### config.mk
export PLATFORM = sky130hd
export DESIGN_NAME = instr_fetch
export DESIGN_NICKNAME = d
export VERILOG_FILES = /design/src/rtl/ifetch_pkg.sv /design/src/rtl/ifetch_pc.sv /design/src/rtl/instr_fetch.sv
export SDC_FILE = /design/constraint.sdc
export NUM_CORES = 1
export LEC_CHECK = 0
export ABC_AREA = 1
export BUFFER_PORTS_ARGS = -buffer_cell sky130_fd_sc_hd__buf_4
export CAP_MARGIN = 0
export CORE_UTILIZATION = 46
export CTS_CLUSTER_SIZE = 28
export DETAILED_ROUTE_END_ITERATION = 8
export PLACE_DENSITY = 0.75
export SLEW_MARGIN = 20
export SYNTH_ARGS = -nofsm -noshare
export SYNTH_HDL_FRONTEND = slang
export SYNTH_HIERARCHICAL = 1
export SYNTH_SLANG_ARGS = --single-unit
### constraint.sdc
create_clock -name clock -period 1.4 [get_ports clock]
set_input_delay 0.21 -clock clock [delete_from_list [all_inputs] [get_ports clock]]
set_output_delay 0.21 -clock clock [all_outputs]
set_load 0.05 [all_outputs]
### src/rtl/ifetch_pkg.sv
// Shared definitions for the instruction fetch block: widths, FSM states and
// the byte0 bit that selects instruction length.
package ifetch_pkg;

    localparam int ADDR_W  = 13;
    localparam int DATA_W  = 8;
    localparam int LEN_BIT = 7;

    typedef enum logic [2:0] {
        ISSUE0,
        CAP0,
        ISSUE1,
        CAP1,
        HOLD
    } state_e;

    // Set byte0[LEN_BIT] marks a one-byte instruction.
    function automatic logic is_short(input logic [DATA_W-1:0] b);
        return b[LEN_BIT];
    endfunction

endpackage

### src/rtl/ifetch_pc.sv
// Fetch program counter: load has priority over increment, and the
// increment wraps modulo 2^ADDR_W.
module ifetch_pc
    import ifetch_pkg::*;
(
    input  logic              clk_i,
    input  logic              rst_i,
    input  logic              load_i,
    input  logic [ADDR_W-1:0] pc_new_i,
    input  logic              inc_i,
    output logic [ADDR_W-1:0] pc_o
);

    logic [ADDR_W-1:0] pc_q, pc_d;

    always_comb begin
        pc_d = pc_q;
        if (load_i)
            pc_d = pc_new_i;
        else if (inc_i)
            pc_d = pc_q + ADDR_W'(1);
    end

    always_ff @(posedge clk_i) begin
        if (rst_i)
            pc_q <= '0;
        else
            pc_q <= pc_d;
    end

    assign pc_o = pc_q;

endmodule

### src/rtl/instr_fetch.sv
// Byte-serial instruction fetch: reads 1- or 2-byte instructions from a
// registered byte memory and holds each until accepted. Optional stall
// counter output is enabled by defining IFETCH_STALL_CNT_EN.
module instr_fetch
    import ifetch_pkg::*;
(
    input  logic              clock,
    input  logic              reset,
    output logic              memRead,
    output logic [ADDR_W-1:0] addressMem,
    input  logic [DATA_W-1:0] memOut,
    input  logic              pc_load,
    input  logic [ADDR_W-1:0] pc_new,
    output logic              instr_valid,
    input  logic              instr_ready,
    output logic [2:0]        opcode,
    output logic [ADDR_W-1:0] operand,
    output logic              is_long,
    output logic [ADDR_W-1:0] instr_pc
`ifdef IFETCH_STALL_CNT_EN
    ,
    output logic [15:0]       stall_cnt
`endif
);

    state_e            state_q, state_d;
    logic [DATA_W-1:0] byte0_q, byte0_d;
    logic [DATA_W-1:0] byte1_q, byte1_d;
    logic              long_q, long_d;
    logic [ADDR_W-1:0] instr_pc_q, instr_pc_d;
    logic [ADDR_W-1:0] pc;
    logic              pc_inc;

    ifetch_pc u_pc (
        .clk_i    (clock),
        .rst_i    (reset),
        .load_i   (pc_load),
        .pc_new_i (pc_new),
        .inc_i    (pc_inc),
        .pc_o     (pc)
    );

    always_comb begin
        state_d    = state_q;
        byte0_d    = byte0_q;
        byte1_d    = byte1_q;
        long_d     = long_q;
        instr_pc_d = instr_pc_q;
        pc_inc     = 1'b0;
        case (state_q)
            ISSUE0: state_d = CAP0;
            CAP0: begin
                byte0_d    = memOut;
                byte1_d    = '0;
                long_d     = ~is_short(memOut);
                instr_pc_d = pc;
                pc_inc     = 1'b1;
                state_d    = is_short(memOut) ? HOLD : ISSUE1;
            end
            ISSUE1: state_d = CAP1;
            CAP1: begin
                byte1_d = memOut;
                pc_inc  = 1'b1;
                state_d = HOLD;
            end
            HOLD: if (instr_ready) state_d = ISSUE0;
            default: state_d = ISSUE0;
        endcase
        // A redirect abandons any partial instruction; a read still in
        // flight lands while we sit in ISSUE0 and is never captured.
        if (pc_load) begin
            state_d    = ISSUE0;
            byte0_d    = '0;
            byte1_d    = '0;
            long_d     = 1'b0;
            instr_pc_d = instr_pc_q;
            pc_inc     = 1'b0;
        end
    end

    always_ff @(posedge clock) begin
        if (reset) begin
            state_q    <= ISSUE0;
            byte0_q    <= '0;
            byte1_q    <= '0;
            long_q     <= 1'b0;
            instr_pc_q <= '0;
        end else begin
            state_q    <= state_d;
            byte0_q    <= byte0_d;
            byte1_q    <= byte1_d;
            long_q     <= long_d;
            instr_pc_q <= instr_pc_d;
        end
    end

    assign memRead     = ~reset & ((state_q == ISSUE0) | (state_q == ISSUE1));
    assign addressMem  = pc;
    assign instr_valid = ~reset & (state_q == HOLD);
    assign opcode      = byte0_q[7:5];
    assign operand     = long_q ? {byte0_q[4:0], byte1_q} : {8'h00, byte0_q[4:0]};
    assign is_long     = long_q;
    assign instr_pc    = instr_pc_q;

`ifdef IFETCH_STALL_CNT_EN
    logic [15:0] stall_q;

    always_ff @(posedge clock) begin
        if (reset)
            stall_q <= '0;
        else if (instr_valid && !instr_ready && (stall_q != 16'hFFFF))
            stall_q <= stall_q + 16'd1;
    end

    assign stall_cnt = stall_q;
`endif

endmodule

# After elaboration in Yosys (flattened, before gate mapping)
# Index checks and enable logic that the tools add are counted.
# W data, S select, Z words.
[totals] wordCells=33 regBits=46 out_inout_bits=45
[classes] eq_ne=5 n_bitwise=6 n_mux=9 n_reduce_logical=6 addsub=1
[ops] operator="$mux W13" n=3
[ops] operator="$pmux W8 S2" n=1
[ops] operator="$pmux W3 S5" n=1
[ops] operator="$add A13 B1 Y13 const B" n=1
[ops] operator="$eq A3 B2 Y1 const B" n=2
[ops] operator="$mux W3" n=2
[ops] operator="$reduce_bool A2 Y1" n=2
[ops] operator="$reduce_or A2 Y1" n=2
[ops] operator="$eq A3 B1 Y1 const B" n=1
[ops] operator="$eq A3 B3 Y1 const B" n=1
[ops] operator="$logic_not A3 Y1" n=1
[ops] operator="$not A1 Y1" n=3
[ops] operator="$and A1 B1 Y1" n=2
[ops] operator="$mux W1" n=2
[ops] operator="$ne A2 B2 Y1 const B" n=1
[ops] operator="$reduce_and A2 Y1" n=1
[ops] operator="$or A1 B1 Y1" n=1

# Depth between registers and ports, before layout
# Gate-level depths: netlist (run 1).
[depth] ltp_word=6 ltp_mapped=11

# By module
# The synthesis (run 1) kept the hierarchy.
[by_module_without_submodules] mod="instr_fetch" area_each_um2=1517.7 cells_each=211 n_inst=1
[by_module_without_submodules] mod="ifetch_pc" area_each_um2=802.0 cells_each=116 n_inst=1

# Least setup slack after synthesis (run 1)
# OpenSTA, ideal clock, no wires.
[synth_timing] path_kind="flip-flop to output port" startpoint="reg state_q[2]" endpoint="out instr_valid" arrival_time_ps=2161 required_ps=1190 slack_ps=-971 path_stages_with_launch=4 cell_sequence="dfxtp_1 > inv_2 > buf_2 > nor4_1"
[synth_via] elab_chain_cells=2
[synth_lines] item="start: declaration" line_no="instr_fetch.sv:26" source="state_e state_q, state_d;"
[synth_lines] item="start signal: assignment" line_no="instr_fetch.sv:89" source="state_q <= state_d;"
[synth_lines] item="$eq A3 B3 Y1" line_no="instr_fetch.sv:99" source="assign instr_valid = ~reset & (state_q == HOLD);"
[synth_lines] item="$and A1 B1 Y1" line_no="instr_fetch.sv:99"
[synth_lines] item="end: declaration" line_no="instr_fetch.sv:14" source="output logic instr_valid,"
# No other way between the ends.

# Final worst setup path (run 1)
[layout_timing] startpoint="reg long_q, in the netlist is_long" endpoint="out operand[12]"
[layout_via] elab_chain_cells=1
[layout_lines] item="start: declaration" line_no="instr_fetch.sv:29" source="logic long_q, long_d;"
[layout_lines] item="start signal: assignment" line_no="instr_fetch.sv:92" source="long_q <= long_d;"
[layout_lines] item="$mux W13" line_no="instr_fetch.sv:101" source="assign operand = long_q ? {byte0_q[4:0], byte1_q} : {8'h00, byte0_q[4:0]};"
[layout_lines] item="end: declaration" line_no="instr_fetch.sv:17" source="output logic [ADDR_W-1:0] operand,"
# No other way between the ends.

==> results by group, run 1 <==
Power and ir drop
  • Power Density: 853.9 mW/mm^2
  • Seq pwr share: 0.490
  • Combinational Power Share: 0.223
  • Leakage Power: between 1 and 1.5 nW
  • Int Pwr: 1.993 mW
  • Max VDD drop: 0.5974 mV
  • Switching portion of total power: 0.3123
  • P_sw: ~900 uW
  • Clock group share of total power: 0.287

Job
  • Max-cap viol count: 0

Worst setup path
  • Slowest CP cell: dfxtp_4
  • WP data required: 1.19 ns
  • Critical-path maximum fanout: 6
  • Top delay family on crit path: buffers and inverters
  • Worst path most repeated cell: buf_6
  • Crit path buffers/inverters: 4
  • CP Capture Type: primary output
  • Crit path kind: reg2out
  • R2R Setup Slk: 0 ns
  • Crit-path max cell delay: about 0.42 ns
  • Critical Path, Cell by Cell: buf_6 -> buf_6 -> nand2_2 -> inv_2 -> buf_8
  • CP arrival: 1.24 ns
  • Worst R2R Path Depth: 9
  • RR Endpoint: u_pc/pc_o[10]
  • Reg-to-reg startpoint: state_q[0]
  • Startpoint Class: register

Synth
  • Avg Cell Area, Syn: 7.094 sq um
  • Syn_nets: 353
  • Synth unique cells: 27
  • Ranking of synthesized cells by area: dfxtp_1 (40%), nand2_1 (11%), a21oi_1 (6.7%)
  • Asr flop ratio synth: 0
  • Yosys reg bits: 46
  • Syn Std Cell Area: 0.002320 sq mm
  • Sequential cell area fraction in the yosys report: 0.3970
  • Number of flops mapped to enable cells by yosys: 0
  • Commonest cells in the netlist: nand2_1 (71), dfxtp_1 (46), inv_1 (38)
  • Mapped Cells: 327
  • Post-synth top area cell: dfxtp_1
  • Post-synth top area share: 0.3970
  • Warnings from Yosys: 6
  • Count leader, synth: nand2_1
  • Ys flop type: dfxtp_1

CTS
  • Clock tree buffer depth: 2
  • Inserted Clock Buffers: 5
  • Clk slew on worst S/H paths: approximately 0.080 ns
  • Clock latency on the worst-skew pair: 0.30 ns
  • Clock Sinks: 46
  • CTS H-tree lvls: 2
  • Hold buffer count at cts: 0
  • Root Buffer: clkbuf_8
  • CTS tree: yes

Floorplan
  • Initial Util: 0.4847
  • Die Area: 0.005331 sq mm
  • Chip width: roughly 73 um
  • Core Area: 0.004786 sq mm
  • Row count: 25
  • Die height: 73.02 um
  • Num ports: 70

Detailed routing
  • Routed wire per std cell: 13.40 um
  • Drt drc: 0
  • Routed vias/inst: 5.064
  • Router iterations before antenna repair: 4
  • DRC marker count from the first detailed-route iteration: approximately 150
  • Via count: 2436
  • Post-detailed-route count of antenna-violating nets: 0
  • Routed WL: 6.447 mm

Timing
  • Hold_ws: 0.1735 ns
  • Fmax achieved: 0.6893 GHz
  • Post-route setup TNS: -0.3627 ns
  • Slack of the critical path: -0.05068 ns
  • Rel. slew slack: 0.7634
  • Clock Skew: 0.003722 ns
  • Fin. max-slew vios: 0
  • Tcrit/Tclk final: 1.036
  • Fin. Hold Viols: 0
  • Worst Tran Pin Value: 0.3546 ns
  • Final Critical Period: 1.451 ns
  • RSZ-0062 raised after global routing: yes
  • Final setup fails: 12

Global route
  • Vias in the first global route: 2111
  • Grt peak-use layer: met2
  • Met3 GRT Util: 0.03591
  • Global-route wire length before repair: 9.694 mm
  • Initial antenna violation count: 0
  • Grt met1 use: 0.3245
  • Grt met2 use: 0.3652
  • GRT Total Usage: 0.2331
  • Largest net degree at the start of global routing: 21
  • Global route overflow: 0

Placed design
  • HPWL after DPL: approximately 4.3 mm
  • Count of buffers from port buffering: 69
  • Routability cong.: 0.8634
  • Placed insts: 461

Final layout
  • Antenna diodes: 0
  • Area Growth Syn to Fin: 46.33%
  • Nets@finish: between 400 and 500
  • Final std cells w/o fill: about 480
  • Share of post-route cells with drive strength above 1: 0.4155
  • # fillers: 395

Hold path
  • WHS Path Cells: 3
  • Hold Path End: byte0_q[0]
  • Hold Crit Start: memOut[0]
  • Hold Crit Class: in2reg

Run status
  • Status: finished with violations
  • Failing checks: negative setup slack
-- what timing repair did --
item / CTS / global route
cloned: 0 / 3
pin swaps: 1 / 15
resized for setup: 30 / 49
endpoints found under the setup margin: 7 / 41
setup buffers: 6 / 4
-- worst max path at each step --
stage,cells past startpoint,start,slack [ns],endpoint
final,5,is_long,-0.05,operand[12]
after global routing,3,state_q[0],-0.09,instr_valid
after CTS,4,state_q[2],-0.08,instr_valid
after detailed placement,9,state_q[0],0.02,u_pc/pc_o[12]
after global placement,9,state_q[0],0.08,u_pc/pc_o[4]
after floorplan,3,state_q[2],-0.41,instr_valid
-- flip-flops by register name, indices dropped and copies added, names as in the netlist --
name / cells
u_pc/pc_o: 13
instr_pc: 13
is_long: 1
state_q: 3
byte1_q: 8
byte0_q: 8
-- layer usage --
metal	up-vias	share of wire
li1	1232	-
met1	1132	0.45
met2	63	0.48
met3	9	0.052
met4	0	0.015
met5	-	0
-- worst min-delay path, stage by stage --
cell	delay, ns
buf_4	0.11
nand2_1	0.06
a21oi_1	0.05
-- cells in the final DEF (no fill, tap or decap), types with 2 or more instances in the layout --
master    Yosys  layout
buf_4         4      72
nand2_1      71      63
dfxtp_1      46      35
inv_1        38      31
nor2_1       34      31
a21oi_1      31      28
nand4_1      24      24
nand3_1      17      17
buf_6         2      13
inv_2         4      10
nand2_2       3       9
dfxtp_2       0       9
a22oi_2       0       9
buf_8         0       8
nor2_4        5       7
clkbuf_8      0       6
nor2_2        3       5
xor2_1        4       4
o21ai_0       5       4
mux2_2        5       3
a21oi_2       0       3
mux2_4        0       2
inv_6         0       2
dfxtp_4       0       2
nand2_4       0       2
a21o_1        2       2
-- metrics by stage --
stage | instance area (sq um) | worst slack (ns) | power (mW) | util
floorplan | 2346 | -0.4149 | 1.815 | -
global placement | 2959 | 0.07931 | 2.009 | 0.6183
detailed placement | 2959 | 0.01674 | 2.019 | 0.6183
CTS | 3198 | -0.07565 | 2.854 | 0.6682
global route | 3395 | -0.09114 | 3.022 | 0.7093
finish | 3395 | -0.05068 | 2.899 | 0.7093
-- power by group through the flow --
stage	registers, mW	logic, mW	clock network (mW)
floorplan	1.58	0.231	0
finish	1.42	0.647	0.831
detailed placement	1.45	0.571	0
global route	1.43	0.687	0.905
global placement	1.45	0.562	0
CTS	1.42	0.592	0.845
-- logic make-up after synthesis --
family,count (synthesis),synth area share
AOI/OAI and AO/OA,47,0.1133
buffers and inverters,62,0.1176
muxes,5,0.02427
xor gates and xnor gates,4,0.01510
adders and majority gates,1,0.005393
DFF,46,0.3970
and+or+nand+nor,162,0.3274
-- area by class of cell --
type | count | area [sq um] | area share
multi-input cells | 220 | 1274 | 0.3752
flip-flops and latches | 46 | 939.7 | 0.2768
repair buffers | 93 | 807.0 | 0.2377
inverters | 45 | 185.2 | 0.05455
clock buffers | 7 | 86.33 | 0.02543
well taps | 67 | 83.83 | 0.02470
repair inverters | 2 | 13.76 | 0.004055
clock inverters | 1 | 5.005 | 0.001474
Note: power is estimated with default switching activity, not from simulation.
==> run 2: changes to the inputs <==
--- a/config.mk
+++ b/config.mk
@@ -14,2 +14,3 @@
 export PLACE_DENSITY = 0.75
+export SKIP_LAST_GASP = 1
 export SLEW_MARGIN = 20
==> constraint.sdc (replaced) <==
create_clock -name clock -period 1.4 [get_ports clock]
set_input_delay 0.07 -clock clock [delete_from_list [all_inputs] [get_ports clock]]
set_output_delay 0.07 -clock clock [all_outputs]
set_load 0.05 [all_outputs]
==> run 2 against run 1 <==
Net effect: the run now ends clean; critical path depth fell by 2; sequential share of layout area rose by 2.3 points; final area fell by 7.6%; die area did not move; setup slack improved by 0.086 ns; maximum frequency rose by 6.3%.
==> results by group, run 2 (synthesis results as in run 1) <==
Run status
  • Status: finished, final reports clean

Worst setup path
  • Critical Path, Cell by Cell: buf_4 -> nor4_4 -> buf_6
  • Worst R2R Path Depth: 8
  • CP arrival: 1.29 ns
  • Crit-path max cell delay: 0.33 ns
  • WP data required: 1.33 ns
  • Critical-path maximum fanout: 14
  • Crit path kind: reg2out
  • Slowest CP cell: dfxtp_2
  • Stages on the worst setup path: 3
  • Crit path buffers/inverters: 2
  • CP Capture Type: primary output
  • Startpoint Class: register
  • Top delay family on crit path: buffers and inverters

Timing
  • Rel. slew slack: 0.7768
  • RSZ-0062 raised after global routing: yes
  • Worst Tran Pin Value: 0.3344 ns
  • Fmax achieved: 0.7327 GHz
  • Final setup fails: 0
  • Fin. Hold Viols: 0
  • Final Critical Period: 1.365 ns
  • Clock Skew: around 0.0035 ns
  • Tcrit/Tclk final: 0.9748
  • Fin. max-slew vios: 0

Power and ir drop
  • Power Density: 948.1 mW/mm^2
  • Leakage Power: 1.387 nW
  • Clock group share of total power: 0.326
  • Combinational Power Share: 0.197
  • Seq pwr share: 0.477
  • Switching portion of total power: 0.2940
  • Max VDD drop: between 0.4 and 0.5 mV
  • Int Pwr: 2.100 mW
  • P_sw: 874.4 uW

Hold path
  • Hold Crit Class: in2reg
  • WHS Path Cells: 3

Detailed routing
  • Via count: 2399
  • Post-detailed-route count of antenna-violating nets: 0
  • Router iterations before antenna repair: 5
  • Routed vias/inst: 5.104
  • Drt drc: 0
  • DRC marker count from the first detailed-route iteration: 138
  • Routed wire per std cell: 12.41 um
  • Routed WL: about 6 mm

Floorplan
  • Num ports: 70
  • Die Area: 0.005331 sq mm
  • Die height: between 70 and 80 um
  • Initial Util: 0.4847
  • Row count: 25
  • Chip width: 73.02 um
  • Core Area: 0.004786 sq mm

CTS
  • CTS tree: yes
  • Clk slew on worst S/H paths: about 0.08 ns
  • Root Buffer: clkbuf_8
  • CTS H-tree lvls: 2
  • Clock tree buffer depth: 2
  • Inserted Clock Buffers: 5
  • Clock latency on the worst-skew pair: 0.30 ns
  • Hold buffer count at cts: 0
  • Clock Sinks: 46

Final layout
  • Nets@finish: roughly 430
  • Layout Utilization: 0.6554
  • Most frequent cells in the layout: buf_4 (82), nand2_1 (70), inv_1 (38)
  • Antenna diodes: 0
  • Commonest non-fill, non-tap cell in the layout: buf_4
  • Final std cells w/o fill: 470
  • Share of post-route cells with drive strength above 1: 0.3375
  • Area Growth Syn to Fin: 35.22%
  • # fillers: 431

Global route
  • Grt met1 use: 0.3094
  • Grt peak-use layer: met2
  • Largest net degree at the start of global routing: 21
  • Global route overflow: 0
  • Grt met2 use: 0.3241
  • Vias in the first global route: 1957
  • GRT Total Usage: 0.2188
  • Initial antenna violation count: 0
  • Global-route wire length before repair: about 9 mm
  • Met3 GRT Util: 0.04420

Placed design
  • Count of buffers from port buffering: about 70
  • Placed insts: 458
  • Routability cong.: 0.8871
  • HPWL after DPL: 4.206 mm

Job
  • Max-cap viol count: 0
==> run 2: changes by cell type in the layout (fill, tap and decap cells not counted), moves of 7 or more <==
cell and delta:
buf_6 -12, nand2_1 +7, buf_8 -8, inv_1 +7
buf_4 +10
==> run 2: worst paths after layout <==
check             slack (ns)        from            to
hold reg to reg         0.46  byte1_q[7]    byte1_q[7]
setup reg to reg        0.05  state_q[0]  u_pc/pc_o[8]
setup / recovery        0.04  state_q[0]   instr_valid
hold / removal          0.03   memOut[0]    byte0_q[0]
==> run 2: timing repair <==
item | 4_1_cts | 5_1_grt
resized for setup | 5 | 11
endpoints found under the hold margin | 0 | 0
setup endpoints to repair | 8 | 26
cloned | 0 | 1
setup buffers | 0 | 3
pin swaps | 0 | 2
==> run 2: power by group through the flow <==
stage / Clock [mW] / Combinational [mW] / Sequential (mW)
after CTS: 0.986 / 0.570 / 1.42
after floorplan: 0 / 0.231 / 1.59
after global routing: 1.03 / 0.627 / 1.43
after detailed placement: 0 / 0.564 / 1.45
after global placement: 0 / 0.558 / 1.45
final: 0.969 / 0.587 / 1.42
==> run 2: final cells by class <==
class | instances | area [sq um] | share of cell area
flip-flops and latches | 46 | 940.9 | 0.3000
well taps | 67 | 83.83 | 0.02673
inverters | 45 | 180.2 | 0.05744
multi-input cells | 219 | 1174 | 0.3742
repair inverters | 1 | 5.005 | 0.001596
clock buffers | 7 | 76.32 | 0.02433
clock inverters | 1 | 30.03 | 0.009573
repair buffers | 84 | 646.9 | 0.2062
==> run 2: per-layer routing <==
| metal | share of wire | wire, um |
|---|---|---|
| met5 | 0 | 0 |
| met2 | 0.46 | 2698 |
| met3 | 0.067 | 392 |
| met1 | 0.45 | 2625 |
| met4 | 0.020 | 114 |
==> run 2: per-stage QoR <==
step / setup TNS [ns] / hold slack, ns / total power [mW] / cell area, sq um / worst slack [ns]
floorplan: -0.2749 / 0.2127 / 1.816 / 2344 / -0.2749
global placement: 0 / 0.3373 / 2.006 / 2934 / 0.08050
detailed placement: 0 / 0.3486 / 2.013 / 2934 / 0.01418
CTS: 0 / 0.02984 / 2.973 / 3060 / 0.007831
global route: -0.03699 / 0.03612 / 3.083 / 3137 / -0.01542
finish: 0 / 0.03301 / 2.974 / 3137 / 0.03525
==> run 2: tightest hold or removal path, stage by stage <==
cell and delay (ns):
buf_4 0.11, nand2_1 0.05, a21oi_1 0.05
